--- src/rtl/timer_scheduler_if.sv ---
// Request/grant bundle between requesters and the shared countdown timer.
interface timer_scheduler_if #(
   parameter int NREQ = 4,
   parameter int W    = 4
);
   logic [NREQ-1:0]   req;
   logic [NREQ*W-1:0] load_val;
   logic              abort;
   logic [NREQ-1:0]   grant;
   logic              busy;
   logic [W-1:0]      count;
   logic [NREQ-1:0]   done;

   modport master (output req, load_val, abort, input grant, busy, count, done);
   modport slave  (input req, load_val, abort, output grant, busy, count, done);
endinterface

--- src/rtl/timer_scheduler.sv ---
// Round-robin shared countdown timer: one requester at a time owns the
// counter, counts its load value down to zero, then gets a one-cycle done.
module timer_scheduler #(
   parameter int NREQ = 4,
   parameter int W    = 4
) (
   input  logic              clk,
   input  logic              rst,
   timer_scheduler_if.slave  bus
);
   localparam int PW = (NREQ > 1) ? $clog2(NREQ) : 1;

   localparam logic [1:0] IDLE = 2'd0;
   localparam logic [1:0] RUN  = 2'd1;
   localparam logic [1:0] FIN  = 2'd2;

   logic [1:0]      state;
   logic [PW-1:0]   ptr;
   logic [NREQ-1:0] grant;
   logic [NREQ-1:0] done;
   logic [W-1:0]    count;

   logic [W-1:0]    lv_arr [NREQ];
   logic [PW-1:0]   cand;
   logic [PW-1:0]   win;
   logic            found;

   for (genvar i = 0; i < NREQ; i++) begin : g_lv
      assign lv_arr[i] = bus.load_val[i*W +: W];
   end

   // Search starts one past the last winner, so the previous owner goes last.
   always_comb begin
      found = 1'b0;
      win   = '0;
      cand  = '0;
      for (int k = 1; k <= NREQ; k++) begin
         cand = PW'((int'(ptr) + k) % NREQ);
         if (!found && bus.req[cand]) begin
            found = 1'b1;
            win   = cand;
         end
      end
   end

   always_ff @(posedge clk) begin
      if (rst) begin
         state <= IDLE;
         grant <= '0;
         done  <= '0;
         count <= '0;
         ptr   <= PW'(NREQ - 1);
      end else begin
         done <= '0;
         case (state)
            IDLE: begin
               if (found) begin
                  state <= RUN;
                  grant <= {{(NREQ-1){1'b0}}, 1'b1} << win;
                  count <= lv_arr[win];
                  ptr   <= win;
               end
            end
            RUN: begin
               if (bus.abort) begin
                  state <= IDLE;
                  grant <= '0;
                  count <= '0;
               end else if (count != '0) begin
                  count <= count - 1'b1;
               end else begin
                  state <= FIN;
                  done  <= grant;
               end
            end
            FIN: begin
               state <= IDLE;
               grant <= '0;
               count <= '0;
            end
            default: begin
               state <= IDLE;
               grant <= '0;
               count <= '0;
            end
         endcase
      end
   end

   assign bus.grant = grant;
   assign bus.done  = done;
   assign bus.count = count;
   assign bus.busy  = (state != IDLE);
endmodule

--- src/flat_wrapper.sv ---
// flat-port wrapper written by rule: the top's interface ports become plain ports
module timer_scheduler_flat 
#(
   parameter int NREQ = 4,
   parameter int W    = 4
)
  (clk, rst, bus_req, bus_load_val, bus_abort, bus_grant, bus_busy, bus_count, bus_done);
  timer_scheduler_if #(.NREQ(NREQ), .W(W)) bus_i ();
  input  logic clk;
  input  logic rst;
  input wire logic [$bits(bus_i.req)-1:0] bus_req;
  input wire logic [$bits(bus_i.load_val)-1:0] bus_load_val;
  input wire logic [$bits(bus_i.abort)-1:0] bus_abort;
  output wire logic [$bits(bus_i.grant)-1:0] bus_grant;
  output wire logic [$bits(bus_i.busy)-1:0] bus_busy;
  output wire logic [$bits(bus_i.count)-1:0] bus_count;
  output wire logic [$bits(bus_i.done)-1:0] bus_done;
  assign bus_i.req = bus_req;
  assign bus_i.load_val = bus_load_val;
  assign bus_i.abort = bus_abort;
  assign bus_grant = bus_i.grant;
  assign bus_busy = bus_i.busy;
  assign bus_count = bus_i.count;
  assign bus_done = bus_i.done;
  timer_scheduler #(.NREQ(NREQ), .W(W)) u_core (.clk(clk), .rst(rst), .bus(bus_i));
endmodule
--- config.mk ---
export PLATFORM = sky130hd
export DESIGN_NAME = timer_scheduler_flat
export DESIGN_NICKNAME = d
export VERILOG_FILES = /design/src/rtl/timer_scheduler_if.sv /design/src/rtl/timer_scheduler.sv /design/src/flat_wrapper.sv
export SDC_FILE = /design/constraint.sdc
export NUM_CORES = 1
export LEC_CHECK = 0
export ABC_CLOCK_PERIOD_IN_PS = 2170
export BUFFER_PORTS_ARGS = -buffer_cell sky130_fd_sc_hd__buf_4
export CORE_MARGIN = 2
export CORE_UTILIZATION = 45
export CTS_BUF_LIST = sky130_fd_sc_hd__clkbuf_16
export CTS_CLUSTER_DIAMETER = 50
export DETAILED_ROUTE_END_ITERATION = 8
export GPL_TIMING_DRIVEN = 0
export PLACE_DENSITY = 0.77
export SLEW_MARGIN = 15
export SYNTH_ARGS = -nofsm -noshare
export SYNTH_HDL_FRONTEND = slang
export SYNTH_SLANG_ARGS = --single-unit
--- constraint.sdc ---
create_clock -name clk -period 2.17 [get_ports clk]
set_input_delay 0.434 -clock clk [delete_from_list [all_inputs] [get_ports clk]]
set_output_delay 0.434 -clock clk [all_outputs]
set_load 0.005 [all_outputs]
==> results.md <==
- Outcome: finished clean
- Cell row count: 17
- Slew headroom: 0.669
- Tot GR Track Use: 0.218
- Syn Inst Count: 126
- Clk root buf: clkbuf_16
- Post-synth top area share: 0.322
- Commonest non-fill, non-tap cell in the layout: buf_4
- Cell Area, Synth: 993 µm²
- Seq/Total Area, Yosys: 0.322
- Post-CTS repair timing setup buffer count: 0
- Layout cells sized above 1: 0.261
- WL/cell: 13.3 µm
- Launching element type of the critical path: register
- Slew Limit Fails: 0
- Detailed-route DRC error count: 0
- Sw Share: 0.306
- Die width: 51.0 µm
- Clk_lat worst skew: 0.24 ns
- Slew @ Worst Pin: 0.491 ns
- Largest area contributor in the netlist: dfxtp_1
- Num ports: 36
- Worst EP required: 2.30 ns
- Residual overflow from global routing: 0
- Worst-path fanout max: 5
- Synthesis-stage register bit count: 16
- Maximum root-to-sink buffer count: 2
- Max H-tree Level: 1
- Initial Util: 0.462
- Detail Placement HPWL: 1.99 mm
- First-pass GRT wire length: 4.35 mm
- Die Footprint: 2600 µm²
- Syn nets: 151
- CP cell instances: inv_1 > ha_1 > nor3b_1 > nand2_1 > o311ai_0 > nand2b_1 > o21ai_0
- Worst Hold Class: input port to register
- Cell area after layout: 1370 µm²
- Final hold violations: 0
- Setup TNS: 0 ns
- Fill count: 202
- Core ar.: 2150 µm²
- Hold depth: 2
- Sequential share of power: 0.351
- P_int: 0.000740 W
- Synthesis-to-layout area growth: 37.9%
- Crit-path max cell delay: 0.42 ns
- Hold path endpoint: u_core.state[0]
- Slowest-stage cell, CP: nor3b_1
- FF-to-FF setup slack: 0.34 ns
- CTS tree: built
- Nets: 191
- Die height: 51.0 µm
- Yosys warns: 0
- Total CTS buffers: 3
- Pwr Density: 779 nW/µm²
- Resized Gates After CTS: 0
- Lkg Pwr: 0.610 nW
- Synth area leaders: dfxtp_1, a31oi_1, o21ai_0
- Most frequent cells in the layout: buf_4, dfxtp_1, o21ai_0
- Achievable clock frequency: 546 MHz
- Final Power: 0.00107 W
- Largest net degree at the start of global routing: 11
- Clock transition at the registers of the reported paths: 0.05 ns
- Mean post-synth cell area: 7.88 µm²
- TritonRoute pass-1 iters: 4
- Placed Area: 1290 µm²
- Period utilization: 0.844
- R2R depth: 7
- Vias after detailed routing: 1097
- Reg-to-reg endpoint: u_core.bus.grant[3]
- Vias in the first global route: 1003
- Psw: 0.000327 W
- Final setup fails: 0
- Port Buffers: 35
- Post-Route WL: 2.57 mm
- Crit end category: register
- Arrival time worst endpoint: 1.96 ns
- Combinational power share: 0.318
- Clock Sinks: 16
- RSZ-0062 raised after global routing: no
- Post-route ant nets: 0
- Crit path kind: register to register
- Distinct cells, synth: 35
- Maximum vdd drop: 0.355 mV
- Final min period: 1.83 ns
- DR vias/cell: 5.68
- CTS Hold Bufs: 0
- Reg2reg start: u_core.bus.count[0]
- Clk_skew: 0.00173 ns
- Diode count: 0
- Antenna violations before repair: 0
- Max-cap viol count: 0
- Initial DRC count: 19
- GP Congestion: 0.806
- Clock group share of total power: 0.331
- HP Start: rst
## area by class of cell
type,instances,area [µm²],share of cell area
clock inverter,1,3.75,0.00274
buffer,4,22.5,0.0164
sequential,16,320,0.234
timing repair buffer,35,263,0.192
clock buffer,3,75.1,0.0548
tap,28,35.0,0.0256
inverter,11,41.3,0.0301
multi-input combinational,95,609,0.445
## stage by stage
| stage | hold WS [ns] | utilization | cells | setup slack (ns) |
|---|---|---|---|---|
| floorplan | 0.462 | - | 126 | 0.466 |
| global route | 0.429 | 0.638 | 193 | 0.132 |
| CTS | 0.423 | 0.638 | 193 | 0.340 |
| global placement | 0.465 | 0.601 | 189 | 0.206 |
| finish | 0.425 | 0.638 | 193 | 0.338 |
| detailed placement | 0.474 | 0.601 | 189 | 0.136 |
## metal layers
metal	vias up	part of all wire	GRT usage	routed length, µm
met5	-	0	0	0
met4	0	0.014	0.0991	37
met3	5	0.032	0.0292	82
met2	24	0.51	0.385	1310
met1	519	0.44	0.259	1140
li1	549	-	-	-
## power groups by stage
stage	Sequential [W]	Combinational (W)	Clock, W
2_1_floorplan	0.000371	0.000207	0
3_3_place_gp	0.000376	0.000322	0
3_5_place_dp	0.000379	0.000336	0
4_1_cts	0.000374	0.000338	0.000361
5_1_grt	0.000380	0.000378	0.000380
6_report	0.000375	0.000339	0.000353
## cell usage after synthesis (all sizes together)
cell	count
a211o	1
a21bo	1
a21o	1
a21oi	6
a22oi	1
a31oi	12
a32o	2
and2	4
and3	2
and4	8
buf	1
clkbuf	3
dfxtp	16
ha	2
inv	11
nand2	8
nand2b	3
nand3	1
nor2	9
nor2b	1
nor3	1
nor3b	2
nor4	1
o211ai	1
o21a	3
o21ai	17
o22a	1
o311ai	2
or2	1
or2b	2
or3b	1
or4	1
## cells by family after synthesis
logic type	synth area share
compound gates	0.317
simple gates	0.271
flops	0.322
buf+inv	0.0642
fa+ha+maj	0.0252
## critical path: cells and delay by family (launching register included)
family | cells | cell delay, ns
fa+ha+maj | 1 | 0.15
compound gates | 2 | 0.27
flops | 1 | 0.33
simple gates | 3 | 0.84
buf+inv | 1 | 0.13
## sequential cells by signal, summed over array words and instances (netlist names)
signal,flops
u_core.bus.count,4
u_core.bus.done,4
u_core.bus.grant,4
u_core.ptr,2
u_core.state,2
## how the worst max path moves through the flow
stage	startpoint	to	depth (start not counted)
after detailed placement	bus_req[1]	u_core.ptr[0]	6
after global routing	u_core.bus.count[0]	u_core.bus.grant[2]	7
after global placement	bus_req[1]	u_core.ptr[0]	6
after floorplan	bus_req[1]	u_core.ptr[0]	5
final	u_core.bus.count[0]	u_core.bus.grant[3]	7
after CTS	u_core.bus.count[0]	u_core.bus.grant[3]	7
Power figures use the tool's default switching activity.
